File: src/rtl/adv_game_pkg.sv
// adv_game_pkg: shared definitions for the adventure-game session controller.
//   - state_t      : controller FSM states (RST .. OVER)
//   - DIR_*        : bit positions inside the {n,s,e,w} direction mask
//   - DEF_*        : default parameter values used by the modules
//   - WAIT_W       : width of the internal reset/settle wait counter
package adv_game_pkg;

  typedef enum logic [2:0] {
    RST    = 3'd0,
    IDLE   = 3'd1,
    ISSUE  = 3'd2,
    SETTLE = 3'd3,
    CHECK  = 3'd4,
    OVER   = 3'd5
  } state_t;

  localparam int DIR_N = 3;
  localparam int DIR_S = 2;
  localparam int DIR_E = 1;
  localparam int DIR_W = 0;

  localparam int DEF_MOVE_W        = 8;
  localparam int DEF_MAX_MOVES     = 200;
  localparam int DEF_RST_CYCLES    = 2;
  localparam int DEF_SETTLE_CYCLES = 2;

  // Wide enough for any sensible RST_CYCLES / SETTLE_CYCLES setting.
  localparam int WAIT_W = 16;

endpackage

File: src/rtl/adv_move_counter.sv
// adv_move_counter: saturating move counter with clear and limit compare.
// Ports:
//   clk, reset  : clock, synchronous active-high reset
//   clr         : clear count to zero (has priority over inc)
//   inc         : add one, saturating at 2^MOVE_W-1
//   count       : current count
//   at_limit    : count >= MAX_MOVES (always 0 when MAX_MOVES == 0)
module adv_move_counter
  import adv_game_pkg::*;
#(
  parameter int MOVE_W    = DEF_MOVE_W,
  parameter int MAX_MOVES = DEF_MAX_MOVES
) (
  input  logic              clk,
  input  logic              reset,
  input  logic              clr,
  input  logic              inc,
  output logic [MOVE_W-1:0] count,
  output logic              at_limit
);

  localparam logic [MOVE_W-1:0] CNT_MAX = '1;
  localparam logic [31:0]       LIMIT   = 32'(MAX_MOVES);

  logic [MOVE_W-1:0] count_reg, count_next;

  always_comb begin
    count_next = count_reg;
    if (clr) begin
      count_next = '0;
    end else if (inc && (count_reg != CNT_MAX)) begin
      count_next = count_reg + 1'b1;
    end
  end

  always_ff @(posedge clk) begin
    if (reset) begin
      count_reg <= '0;
    end else begin
      count_reg <= count_next;
    end
  end

  assign count    = count_reg;
  // Compare at 32 bits so a limit above the counter range never matches.
  assign at_limit = (MAX_MOVES != 0) && (32'(count_reg) >= LIMIT);

endmodule

File: src/rtl/adv_game_ctrl.sv
// adv_game_ctrl: session controller sitting between the command front end
// and the room-maze FSM. Accepts commands (valid/ready), issues one-cycle
// direction pulses, waits for the maze to settle, samples win/dead, tracks
// the sword and latches the game outcome.
// Configuration macro: ADV_MOVE_LIMIT_EN enables the MAX_MOVES timeout.
// Ports:
//   clk, reset                     : clock, synchronous active-high reset
//   cmd_valid/cmd_ready            : command handshake
//   cmd_dir[3:0] {n,s,e,w}         : direction mask, cmd_new : new game
//   room_n/s/e/w, room_v, room_reset : drives to the room FSM
//   room_sw, room_win, room_dead   : status from the room FSM
//   has_sword, move_count          : game progress
//   game_over/won/dead/timeout     : latched outcome
module adv_game_ctrl
  import adv_game_pkg::*;
#(
  parameter int MOVE_W        = DEF_MOVE_W,
  parameter int MAX_MOVES     = DEF_MAX_MOVES,
  parameter int RST_CYCLES    = DEF_RST_CYCLES,
  parameter int SETTLE_CYCLES = DEF_SETTLE_CYCLES
) (
  input  logic              clk,
  input  logic              reset,
  input  logic              cmd_valid,
  output logic              cmd_ready,
  input  logic [3:0]        cmd_dir,
  input  logic              cmd_new,
  output logic              room_n,
  output logic              room_s,
  output logic              room_e,
  output logic              room_w,
  output logic              room_v,
  output logic              room_reset,
  input  logic              room_sw,
  input  logic              room_win,
  input  logic              room_dead,
  output logic              has_sword,
  output logic [MOVE_W-1:0] move_count,
  output logic              game_over,
  output logic              game_won,
  output logic              game_dead,
  output logic              game_timeout
);

  localparam logic [WAIT_W-1:0] RST_LAST    = WAIT_W'(RST_CYCLES - 1);
  localparam logic [WAIT_W-1:0] SETTLE_LAST = WAIT_W'(SETTLE_CYCLES - 2);

  state_t            state_reg, state_next;
  logic [WAIT_W-1:0] wait_reg, wait_next;
  logic [3:0]        mask_reg, mask_next;
  logic              won_reg, won_next;
  logic              dead_reg, dead_next;
  logic              over_reg, over_next;
  logic              sword_reg;
  logic              cnt_clr, cnt_inc, at_limit;
  logic              handshake;
  logic [3:0]        pulse;
`ifdef ADV_MOVE_LIMIT_EN
  logic              timeout_reg, timeout_next;
`else
  logic              unused_limit;
  assign unused_limit = at_limit;
`endif

  adv_move_counter #(
    .MOVE_W    (MOVE_W),
    .MAX_MOVES (MAX_MOVES)
  ) u_moves (
    .clk      (clk),
    .reset    (reset),
    .clr      (cnt_clr),
    .inc      (cnt_inc),
    .count    (move_count),
    .at_limit (at_limit)
  );

  // Gated with reset so the outputs are quiet even before the first edge.
  assign cmd_ready  = ~reset & ((state_reg == IDLE) | (state_reg == OVER));
  assign handshake  = cmd_valid & cmd_ready;
  assign room_reset = reset | (state_reg == RST);

  genvar gi;
  generate
    for (gi = 0; gi < 4; gi++) begin : g_pulse
      assign pulse[gi] = ~reset & (state_reg == ISSUE) & mask_reg[gi];
    end
  endgenerate

  assign room_n = pulse[DIR_N];
  assign room_s = pulse[DIR_S];
  assign room_e = pulse[DIR_E];
  assign room_w = pulse[DIR_W];

  always_comb begin
    state_next = state_reg;
    wait_next  = wait_reg;
    mask_next  = mask_reg;
    cnt_clr    = 1'b0;
    cnt_inc    = 1'b0;
    won_next   = won_reg;
    dead_next  = dead_reg;
    over_next  = over_reg;
`ifdef ADV_MOVE_LIMIT_EN
    timeout_next = timeout_reg;
`endif
    case (state_reg)
      RST: begin
        cnt_clr   = 1'b1;
        won_next  = 1'b0;
        dead_next = 1'b0;
        over_next = 1'b0;
`ifdef ADV_MOVE_LIMIT_EN
        timeout_next = 1'b0;
`endif
        if (wait_reg == RST_LAST) begin
          state_next = IDLE;
          wait_next  = '0;
        end else begin
          wait_next = wait_reg + 1'b1;
        end
      end
      IDLE: begin
        if (handshake) begin
          if (cmd_new) begin
            state_next = RST;
            wait_next  = '0;
          end else if (cmd_dir != 4'b0000) begin
            mask_next  = cmd_dir;
            cnt_inc    = 1'b1;
            state_next = ISSUE;
          end
        end
      end
      ISSUE: begin
        state_next = SETTLE;
        wait_next  = '0;
      end
      SETTLE: begin
        if (wait_reg == SETTLE_LAST) begin
          state_next = CHECK;
        end else begin
          wait_next = wait_reg + 1'b1;
        end
      end
      CHECK: begin
        if (room_win) begin
          won_next   = 1'b1;
          over_next  = 1'b1;
          state_next = OVER;
        end else if (room_dead) begin
          dead_next  = 1'b1;
          over_next  = 1'b1;
          state_next = OVER;
`ifdef ADV_MOVE_LIMIT_EN
        end else if (at_limit) begin
          timeout_next = 1'b1;
          over_next    = 1'b1;
          state_next   = OVER;
`endif
        end else begin
          state_next = IDLE;
        end
      end
      OVER: begin
        // Direction commands are accepted here but intentionally ignored.
        if (handshake && cmd_new) begin
          state_next = RST;
          wait_next  = '0;
        end
      end
      default: begin
        state_next = RST;
        wait_next  = '0;
      end
    endcase
  end

  always_ff @(posedge clk) begin
    if (reset) begin
      state_reg <= RST;
      wait_reg  <= '0;
      mask_reg  <= '0;
      won_reg   <= 1'b0;
      dead_reg  <= 1'b0;
      over_reg  <= 1'b0;
      sword_reg <= 1'b0;
`ifdef ADV_MOVE_LIMIT_EN
      timeout_reg <= 1'b0;
`endif
    end else begin
      state_reg <= state_next;
      wait_reg  <= wait_next;
      mask_reg  <= mask_next;
      won_reg   <= won_next;
      dead_reg  <= dead_next;
      over_reg  <= over_next;
      // Sword is sticky for the whole game; only a new game clears it.
      if (state_reg == RST) begin
        sword_reg <= 1'b0;
      end else if (room_sw) begin
        sword_reg <= 1'b1;
      end
`ifdef ADV_MOVE_LIMIT_EN
      timeout_reg <= timeout_next;
`endif
    end
  end

  assign has_sword = sword_reg;
  assign room_v    = sword_reg;
  assign game_over = over_reg;
  assign game_won  = won_reg;
  assign game_dead = dead_reg;
`ifdef ADV_MOVE_LIMIT_EN
  assign game_timeout = timeout_reg;
`else
  assign game_timeout = 1'b0;
`endif

endmodule

File: config.mk
export PLATFORM = sky130hd
export DESIGN_NAME = adv_game_ctrl
export DESIGN_NICKNAME = d
export VERILOG_FILES = /design/src/rtl/adv_game_pkg.sv /design/src/rtl/adv_move_counter.sv /design/src/rtl/adv_game_ctrl.sv
export SDC_FILE = /design/constraint.sdc
export NUM_CORES = 1
export LEC_CHECK = 0
export ABC_AREA = 1
export CAP_MARGIN = 5
export CORE_MARGIN = 8
export CORE_UTILIZATION = 43
export DETAILED_ROUTE_END_ITERATION = 12
export PLACE_DENSITY_LB_ADDON = 0.25
export SKIP_CTS_REPAIR_TIMING = 1
export SYNTH_ARGS = -nofsm -noshare
export SYNTH_HDL_FRONTEND = slang
export SYNTH_SLANG_ARGS = --single-unit
File: constraint.sdc
create_clock -name clk -period 1.5 [get_ports clk]
set_clock_uncertainty 0.15 [all_clocks]
set_input_delay 0.3 -clock clk [delete_from_list [all_inputs] [get_ports clk]]
set_output_delay 0.3 -clock clk [all_outputs]
set_load 0.01 [all_outputs]
Word level (Yosys, flattened, before mapping):

Cells that the tools add are included.

* muxes and demuxes: 27
* bitwise operators: 12
* add/sub/neg operators: 2
* reductions and logical operators: 14
* equality and inequality tests: 18

Operator list (count)
* 2-to-1 mux 16 bit: 5
* case mux 16 bit (5 select lines): 1
* 2-to-1 mux 3 bit: 8
* case mux 3 bit (6 select lines): 1
* adder 16 x 1 -> 16 bit, second input constant: 1
* == test 16 x 1 -> 1 bit, second input constant: 1
* zero test 16 bit: 1
* inequality test 2 bit, second input constant: 8
* AND reduction 5 bit: 2
* 2-to-1 mux 1 bit: 9
* adder 8 x 1 -> 8 bit, second input constant: 1
* inequality test 8 bit, second input constant: 1
* bitwise AND 1 bit: 7
* == test 3 x 2 -> 1 bit, second input constant: 2
* == test 3 bit, second input constant: 2
* case mux 1 bit (2 select lines): 3
* AND reduction 2 bit: 2
* AND reduction 4 bit: 1
* nonzero test 4 bit: 1
* OR reduction 2 bit: 2
* == test 3 x 1 -> 1 bit, second input constant: 1
* zero test 3 bit: 1
* inequality test 3 x 2 -> 1 bit, second input constant: 1
* inequality test 3 bit, second input constant: 1
* 6 further kinds: 10

* register bits after elaboration: 35
* logic and storage cells: 81

Depth between registers and ports, before layout:

Gate-level depths: netlist of the first run.

* depth after elaboration: 7
* mapped depth: 10
* depth with buffers taken out: 10

Modules after synthesis:

From an unflattened synthesis of the first run, not the netlist that was laid out.

* cell total of the unflattened synthesis: 356
* area, all modules: 2237.1 um^2

By module, submodules not included
* adv_game_ctrl: seq. area each 540.5 um^2, instances 1, cells an instance 279, area an instance 1740.4 um^2
* adv_move_counter: seq. area each 160.2 um^2, instances 1, cells an instance 77, area an instance 496.7 um^2

Least setup slack after synthesis of the first run:

OpenSTA, ideal clock, no wires.

* kind: reg-to-reg
* from: register u_moves.count_reg[1], in the netlist u_moves.count[1]
* to: register u_moves.count_reg[5], in the netlist u_moves.count[5]
* data required time: 1.280 ns
* library setup time: 0.070 ns
* stages on the path, launching flop included: 8
* setup slack: -0.084 ns
* path buffers: 0
* data arrival time: 1.364 ns
* path through: dfxtp_1 ha_1 nand2_1 nor2_1 nand2_1 nand2_1 nand2_1 a21oi_1

* longest elaborated chain between the ends: 2
* elaborated cells between the ends (all ways): 3

Ends and longest elaborated chain
* from (decl): RTL line adv_move_counter.sv:25 `logic [MOVE_W-1:0] count_reg, count_next;`
* from (signal assigned): RTL line adv_move_counter.sv:40 `count_reg <= count_next;`
* parallel branches: the longest is 2 deep, another holds adder 8 x 1 -> 8 bit

Several ways; the timed one is not identified.
A chain may end at the register's enable or synchronous reset.

Final worst setup path of the first run:

* from: register state_reg[0]
* to: register u_moves.count_reg[5], in the netlist u_moves.count[5]

* longest elaborated chain between the ends: 7
* elaborated cells between the ends (all ways): 11

Ends and longest elaborated chain
* from (decl): RTL line adv_game_ctrl.sv:48 `state_t state_reg, state_next;`
* from (signal assigned): RTL line adv_game_ctrl.sv:191 `state_reg <= state_next;`
* == test 3 x 1 -> 1 bit / == test 3 bit (equally long branches): RTL line adv_game_ctrl.sv:78, adv_game_ctrl.sv:106
* bitwise OR 1 bit: RTL line adv_game_ctrl.sv:78 `assign cmd_ready = ~reset & ((state_reg == IDLE) | (state_reg == OVER));`
* bitwise AND 1 bit: RTL line adv_game_ctrl.sv:78
* bitwise AND 1 bit: RTL line adv_game_ctrl.sv:79 `assign handshake = cmd_valid & cmd_ready;`
* 2-to-1 mux 1 bit: RTL line adv_game_ctrl.sv:123 `if (handshake) begin`
* 2-to-1 mux 1 bit: RTL line adv_game_ctrl.sv:106 `case (state_reg)`
* logical AND 1 bit: RTL line adv_move_counter.sv:31 `end else if (inc && (count_reg != CNT_MAX)) begin`

Parallel ways exist; a longest one is shown, timed or not.

==> flow_metrics.tcl, run 1 <==
set metrics [dict create \
    cp.arrival_ns 1.84 \
    ys_ff_latch 35 \
    use_met2_pct 27.9 \
    die_x_um 86 \
    finalSetupViolations 37 \
    status "finished with violations" \
    routedWlPerCell_um 13.4 \
    grt_pass1_vias 2284 \
    htree_levels 2 \
    routed_via_density 5.20 \
    grt_max_degree 16 \
    core-area_sq_um 4720 \
    initial_core_util_pct 44.6 \
    n_antenna_cell 0 \
    antenna_found_initial 0 \
    syn_inst 327 \
    synthDistinctLibCells 32 \
    synth_nets 342 \
    cts_buffer_depth 2 \
    clock_latency_ns 0.30 \
    dieArea_sq_um 7400 \
    cap_violations 0 \
    grt_pass1_wl_um 9850 \
    io_pins 31 \
    syn_area_sq_um 2110 \
    power_density_nw_per_um2 1200 \
    slew_viol_final 0 \
    fmaxAchievable_mhz 571 \
    ys_seq_area_share_pct 33.3 \
    synth_ff_type "dfxtp_1" \
    p_switching_mw 1.62 \
    dp_worst_setup_slack_ns -0.558 \
    leakage_nw 1.59 \
    post-route-util_pct 69.9 \
    nets 440 \
    ant_nets 0 \
    grt_use_met3_pct 3.34 \
    crit_fanout 8 \
    pwr-share-clk_pct 17.1 \
    synth_enable_flop_cells 0 \
    grt.total_usage_pct 16.1 \
    drt_pass1_iterations 5 \
    synthArstFlopShare_pct 0 \
    vias 2565 \
    fin_crit_ns 1.75 \
    startpoint_type "flop" \
    sequentialPowerShare_pct 27.6 \
    syn-mean-instance-area_sq_um 6.44 \
    grt_util_met1_pct 19.2 \
    gp_routability_congestion 0.856 \
    largest_reg_flops 16 \
    swShare_pct 40.9 \
    holdCritPathClass "reg2reg" \
    fp.dieH_um 86 \
    area_growth_pct 56.8 \
    criticalPathCategory "reg2reg" \
    rows 25 \
    grt_busiest_layer "met2" \
    port_buffers 29 \
    setup_slack_ns -0.250 \
    p_int_mw 2.34 \
    violations "setup timing" \
    cts_buffers 5 \
    clk_pin_slew_ns 0.08 \
    drive_above_1_share_pct 34.5 \
    wl_um 6590 \
    synth_warnings 0 \
    drc 0 \
    hold_violations 0 \
    cts_tree "yes" \
    clockRootBuffer "clkbuf_8" \
    worstPathRequired_ns 1.59 \
    min_period_over_period_pct 117 \
    hpwl_um 4460 \
    critPathCaptureType "flop" \
    drtIter0Drc 167 \
    pwr-share-comb_pct 55.3 \
    rsz0062_at_grt "true" \
    cts_num_sinks 35 \
    grt_overflow_total 0 \
    peakVddDrop_mv 1.19 \
]
[cell usage after synthesis, types with 2 or more instances]
cell	number	share of area, %
xor2_1	5	2.1
nor3_1	2	0.48
nand2_1	89	16
o21bai_1	3	1.1
o211ai_1	11	3.9
nor2_2	4	1.2
buf_6	2	1.1
nor2_1	50	8.9
a21oi_1	27	6.4
inv_2	5	0.89
buf_4	2	0.71
nand3_1	21	5.0
inv_1	28	5.0
and2_1	2	0.59
buf_2	3	0.71
nand4_1	7	2.1
nor3b_1	2	0.71
nand3_2	2	0.95
ha_1	4	2.4
dfxtp_1	35	33
o21ai_0	12	2.9
[worst max-delay path: stages (launching register included)]
cell     delay (ns)
dfxtp_2        0.34
buf_6          0.10
inv_4          0.04
buf_6          0.11
nor2_4         0.11
nand3_2        0.08
inv_2          0.09
nand2_2        0.07
nor2_4         0.24
buf_6          0.16
nand3_2        0.08
a21oi_2        0.13
[per-stage QoR]
stage                     instances  power (mW)  setup TNS, ns  hold WS, ns  cell area [sq um]
after global routing            493        4.17          -9.44        0.336               3300
after CTS                       486        3.45         -11.25        0.315               3010
final                           493        3.96          -6.69        0.311               3300
after global placement          478        2.75         -15.14        0.299               2920
after detailed placement        478        2.78         -15.70        0.304               2920
after floorplan                 327        2.00       -0.00513        0.279               2120
[placed cells by master, fill, tap and decap left out, types with 6 or more instances in the layout]
cell | Yosys | final
dfxtp_1 | 35 | 32
o21ai_0 | 12 | 7
nand2_1 | 89 | 76
nor2_2 | 4 | 6
nand4_1 | 7 | 7
nand3_2 | 2 | 7
nor2_1 | 50 | 42
inv_1 | 28 | 26
nand3_1 | 21 | 15
a21oi_1 | 27 | 14
o211ai_1 | 11 | 11
nor2_4 | 1 | 7
inv_2 | 5 | 6
dlymetal6s2s_1 | 0 | 13
buf_4 | 2 | 59
clkdlybuf4s50_1 | 0 | 10
buf_6 | 2 | 12
a21oi_2 | 1 | 14
nand2_2 | 1 | 10
[power groups by stage]
stage | Clock [mW] | Combinational [mW] | Sequential, mW
finish | 0.678 | 2.19 | 1.09
global route | 0.730 | 2.34 | 1.10
CTS | 0.684 | 1.70 | 1.07
detailed placement | 0 | 1.69 | 1.09
global placement | 0 | 1.67 | 1.09
floorplan | 0 | 0.873 | 1.12
[area by class of cell]
cell class	count	area, sq um
Tap cell	67	83.8
Clock inverter	3	15.0
Timing Repair Buffer	99	881
Multi-Input combinational cell	250	1420
Fill cell	364	1420
Inverter	34	130
Clock buffer	5	68.8
Sequential cell	35	707
[path summary, 6_finish.rpt]
kind | slack (ns) | to | startpoint | cells after the start
hold / removal | 0.31 | mask_reg[3] | mask_reg[3] | 2
hold reg to reg | 0.31 | mask_reg[3] | mask_reg[3] | 2
setup / recovery | -0.25 | u_moves.count[5] | state_reg[0] | 11
setup reg to reg | -0.25 | u_moves.count[5] | state_reg[0] | 11
[routing by layer]
layer | part of all wire, % | wire length (um)
met1 | 43 | 2840
met2 | 50 | 3310
met3 | 4.9 | 321
met4 | 1.9 | 122
met5 | 0 | 0
[cells by family after synthesis]
family	Yosys count	synth area share [%]
buf+inv	42	8.73
compound gates	56	15.4
fa+ha+maj	4	2.38
flops	35	33.3
xor+xnor	5	2.08
other cells	1	0.178
simple gates	184	37.9
(Power assumes the default switching activity.)
==> run 2, diff against run 1 <==
--- a/config.mk
+++ b/config.mk
@@ -9,9 +9,12 @@
 export CAP_MARGIN = 5
 export CORE_MARGIN = 8
 export CORE_UTILIZATION = 43
+export CTS_CLUSTER_DIAMETER = 40
 export DETAILED_ROUTE_END_ITERATION = 12
 export PLACE_DENSITY_LB_ADDON = 0.25
 export SKIP_CTS_REPAIR_TIMING = 1
+export SLEW_MARGIN = 20
 export SYNTH_ARGS = -nofsm -noshare
 export SYNTH_HDL_FRONTEND = slang
 export SYNTH_SLANG_ARGS = --single-unit
+export TNS_END_PERCENT = 10
==> run 2 against run 1 <==
Compared with the run above:
- the run still ends with setup timing left
- register-to-register slack lost 0.04 ns
- clock-buffer cell count unchanged
- sequential power barely moved
- critical endpoint is now wait_reg[2]
- largest cell class unchanged
==> flow_metrics.tcl, run 2 (same netlist as run 1, synthesis figures left out) <==
set metrics [dict create \
    io_pins 31 \
    dp_worst_setup_slack_ns -0.590 \
    grt_max_degree 16 \
    r2r_cells 10 \
    power_density_nw_per_um2 1200 \
    grt_overflow_total 0 \
    cap_violations 0 \
    core-area_sq_um 4720 \
    nFillCells 376 \
    area_growth_pct 55.9 \
    dieArea_sq_um 7400 \
    fmaxAchievable_mhz 558 \
    holdCritPathClass "reg2reg" \
    criticalPathCategory "reg2reg" \
    cts_buffer_depth 2 \
    peakVddDrop_mv 1.17 \
    setup_slack_ns -0.292 \
    drc 0 \
    ant_nets 0 \
    port_buffers 29 \
    min_path_cells 2 \
    clockRootBuffer "clkbuf_8" \
    htree_levels 2 \
    drt_pass1_iterations 5 \
    grt_pass1_vias 2208 \
    largest_reg_flops 16 \
    routed_via_density 5.03 \
    rsz0062_at_grt "true" \
    cts_num_sinks 35 \
    post-route-util_pct 69.5 \
    instances_no_fill 494 \
    fp.dieH_um 86 \
    hold_violations 0 \
    pwr-share-clk_pct 18.1 \
    nets 441 \
    critPathCaptureType "flop" \
    status "finished with violations" \
    startpoint_type "flop" \
    rows 25 \
    p_int_mw 2.31 \
    reg2reg_slack_ns -0.29 \
    grt_pass1_wl_um 9820 \
    hpwl_um 4430 \
    grt.total_usage_pct 16.1 \
    leakage_nw 1.61 \
    wl_um 6520 \
    clk_pin_slew_ns 0.08 \
    pwr-share-comb_pct 54.3 \
    clock_latency_ns 0.30 \
    crit_fanout 8 \
    fin_crit_ns 1.79 \
    slew_viol_final 0 \
    cts_tree "yes" \
    total_power_mw 3.93 \
    whs_endpoint "game_over" \
    final_common_cell "nand2_1" \
    violations "setup timing" \
    initial_core_util_pct 44.6 \
    r2r_start "state_reg[0]" \
    cts_buffers 5 \
    hp-start "game_over" \
    min_period_over_period_pct 119 \
    vias 2484 \
    sequentialPowerShare_pct 27.5 \
    routedWlPerCell_um 13.2 \
    antenna_found_initial 0 \
    worstPathRequired_ns 1.57 \
    r2r-end "wait_reg[2]" \
    die_x_um 86 \
    p_switching_mw 1.63 \
    drtIter0Drc 216 \
    final_cell_mix "nand2_1, buf_4, nor2_1" \
    dp.cells 476 \
    drive_above_1_share_pct 34.0 \
    hold_ws_ns 0.308 \
    finalSetupViolations 37 \
    n_antenna_cell 0 \
    gp_routability_congestion 0.820 \
    swShare_pct 41.4 \
    cp.arrival_ns 1.87 \
]
run 2: metrics by stage:
stage	TNS, ns	cell area [sq um]
2_1_floorplan	-0.0288	2120
3_3_place_gp	-14.01	2890
3_5_place_dp	-15.11	2890
4_1_cts	-12.66	2980
5_1_grt	-11.04	3280
6_report	-8.36	3280
run 2: worst max path at each step:
stage                     cells after the start         start  slack (ns)            to
after floorplan                               8   wait_reg[0]       -0.02  wait_reg[10]
after global placement                        5         reset       -0.57    room_reset
after detailed placement                      5         reset       -0.59    room_reset
after CTS                                     5  state_reg[2]       -0.67        room_s
after global routing                         10  state_reg[0]       -0.40   wait_reg[2]
final                                        10  state_reg[0]       -0.29   wait_reg[2]
run 2: power groups by stage:
| stage | logic (mW) | registers, mW | clock network, mW |
|---|---|---|---|
| 2_1_floorplan | 0.873 | 1.12 | 0 |
| 3_3_place_gp | 1.61 | 1.09 | 0 |
| 3_5_place_dp | 1.64 | 1.09 | 0 |
| 4_1_cts | 1.64 | 1.07 | 0.730 |
| 5_1_grt | 2.28 | 1.09 | 0.781 |
| 6_report | 2.14 | 1.08 | 0.713 |
run 2: cell type report:
| type | count | area (sq um) | share of cell area, % |
|---|---|---|---|
| multi-input cells | 250 | 1410 | 42.9 |
| flip-flops and latches | 35 | 704 | 21.4 |
| inverters | 34 | 130 | 3.96 |
| clock inverters | 3 | 20.0 | 0.610 |
| clock buffers | 5 | 68.8 | 2.10 |
| well taps | 67 | 83.8 | 2.55 |
| repair buffers | 100 | 868 | 26.4 |
run 2: critical path, stage by stage (launching register included):
cell and delay, ns:
dfxtp_2 0.35, buf_6 0.11, inv_4 0.03, buf_6 0.11, buf_6 0.11, nor3_4 0.24, nand3_2 0.15, nand3_4 0.14
buf_12 0.15, nand2_2 0.05, a21oi_1 0.13
run 2: metal layers:
layer | vias to the layer above | part of all wire [%] | GRT usage (%)
met5 | - | 0 | 0
met3 | 14 | 4.2 | 2.96
met2 | 69 | 50 | 26.4
met1 | 1140 | 44 | 19.7
met4 | 0 | 2.3 | 7.64
li1 | 1261 | - | -
==> run 3, diff against run 2 <==
--- a/config.mk
+++ b/config.mk
@@ -11,7 +11,8 @@
 export CORE_UTILIZATION = 43
 export CTS_CLUSTER_DIAMETER = 40
 export DETAILED_ROUTE_END_ITERATION = 12
-export PLACE_DENSITY_LB_ADDON = 0.25
+export HOLD_SLACK_MARGIN = 0.15
+export PLACE_DENSITY = 0.64
 export SKIP_CTS_REPAIR_TIMING = 1
 export SLEW_MARGIN = 20
 export SYNTH_ARGS = -nofsm -noshare
==> run 3 against run 2 <==
Compared with the run above:
- the flow still finishes with violations (setup timing)
- die area unchanged
- sequential cell count unchanged
- clock power decreased by 1%
- register-to-register slack improved by 0.04 ns
- critical path type is now reg2out
- largest cell class unchanged
- largest power group unchanged
- highest routed layer unchanged
==> flow_metrics.tcl, run 3 (same netlist as run 1, synthesis figures left out) <==
set metrics [dict create \
    min_path_cells 2 \
    violations "setup timing" \
    finalSetupViolations 39 \
    fp.dieH_um 86 \
    slew_viol_final 0 \
    cap_violations 0 \
    p_switching_mw 1.48 \
    cp.arrival_ns 1.32 \
    rows 25 \
    finalInstanceArea_sq_um 3120 \
    grt_pass1_wl_um 9650 \
    clockRootBuffer "clkbuf_8" \
    r2r_cells 11 \
    cpMaxStageDelayCell "dfxtp_2" \
    sequentialPowerShare_pct 29.3 \
    startpoint_type "flop" \
    area_growth_pct 47.9 \
    drt_pass1_iterations 4 \
    drc 0 \
    peakVddDrop_mv 1.21 \
    hold_violations 0 \
    gp_routability_congestion 0.856 \
    leakage_nw 1.50 \
    drtIter0Drc 138 \
    wl_um 5860 \
    antenna_found_initial 0 \
    fmaxAchievable_mhz 565 \
    io_pins 31 \
    hpwl_um 4380 \
    drive_above_1_share_pct 27.7 \
    port_buffers 29 \
    cts_buffers 5 \
    die_x_um 86 \
    crit_fanout 4 \
    dpl_cell_area_sq_um 2890 \
    critical_path.most_common_cell "inv_2" \
    pwr-share-clk_pct 19.0 \
    cts_num_sinks 35 \
    holdCritPathClass "reg2reg" \
    pwr-share-comb_pct 51.7 \
    p_int_mw 2.23 \
    max_stage_delay_ns 0.33 \
    grt_max_degree 16 \
    clk_pin_slew_ns 0.08 \
    grt.total_usage_pct 15.8 \
    criticalPathCategory "reg2out" \
    min_period_over_period_pct 118 \
    vias 2309 \
    grt_pass1_vias 2192 \
    clock_latency_ns 0.29 \
    dieArea_sq_um 7400 \
    worstPathCellList "inv_2 > buf_4 > nand2_1 > nor2_4 > nor2_2 > inv_2 > clkbuf_2" \
    core-area_sq_um 4720 \
    ant_nets 0 \
    routed_via_density 4.75 \
    n_antenna_cell 0 \
    largest_reg_flops 16 \
    cts_buffer_depth 2 \
    total_power_mw 3.71 \
    setup_slack_ns -0.269 \
    final_common_cell "nand2_1" \
    initial_core_util_pct 44.6 \
    cts_tree "yes" \
    power_density_nw_per_um2 1190 \
    status "finished with violations" \
    grt_overflow_total 0 \
    routedWlPerCell_um 12.1 \
    final_cell_mix "nand2_1, buf_4, nor2_1" \
    rsz0062_at_grt "true" \
    htree_levels 2 \
    swShare_pct 39.9 \
    worstPathRequired_ns 1.05 \
    nets 433 \
    fin_crit_ns 1.77 \
    critPathCaptureType "primary output" \
]
run 3: cell count changes in the layout (fill, tap and decap cells not counted), sizes merged:
| cell | before | now |
|---|---|---|
| dlymetal6s2s | 13 | 12 |
| clkdlybuf4s50 | 10 | 11 |
| buf | 75 | 67 |
run 3: layout make-up:
type / count / area, sq um
multi-input cells: 250 / 1320
well taps: 67 / 83.8
repair buffers: 92 / 786
flip-flops and latches: 35 / 707
fillers: 422 / 1610
clock buffers: 5 / 68.8
inverters: 34 / 130
clock inverters: 3 / 20.0
run 3: worst paths after layout:
check,slack (ns),end,start
worst min-delay path,0.31,game_over,game_over
worst max register to register,-0.25,u_moves.count[5],state_reg[0]
worst max-delay path,-0.27,room_reset,state_reg[1]
worst min register to register,0.31,game_over,game_over
run 3: per-stage QoR:
| stage | instances | util [%] | setup TNS (ns) | hold slack (ns) | worst slack, ns |
|---|---|---|---|---|---|
| 2_1_floorplan | 327 | - | -0.0288 | 0.279 | -0.0236 |
| 3_3_place_gp | 475 | 61.1 | -16.12 | 0.297 | -0.559 |
| 3_5_place_dp | 475 | 61.1 | -16.99 | 0.308 | -0.574 |
| 4_1_cts | 483 | 63.0 | -11.92 | 0.321 | -0.716 |
| 5_1_grt | 486 | 66.0 | -11.31 | 0.355 | -0.349 |
| 6_report | 486 | 66.0 | -7.04 | 0.314 | -0.269 |
run 3: power by group through the flow:
| stage | Combinational, mW | Sequential, mW | Clock (mW) |
|---|---|---|---|
| finish | 1.92 | 1.09 | 0.704 |
| global route | 2.10 | 1.10 | 0.767 |
| CTS | 1.71 | 1.07 | 0.730 |
| detailed placement | 1.71 | 1.09 | 0 |
| global placement | 1.69 | 1.09 | 0 |
| floorplan | 0.873 | 1.12 | 0 |
run 3: worst max-delay path: cells and delay by family (launching register included):
kind	cells	cell delay, ns
flops	1	0.33
buf+inv	4	0.42
simple gates	3	0.29
run 3: per-layer routing:
metal	vias up	GRT usage, %	wire, um
li1	1253	-	-
met1	1022	19.4	2790
met2	32	27.1	2850
met3	2	3.15	184
met4	0	4.30	30
met5	-	0	0
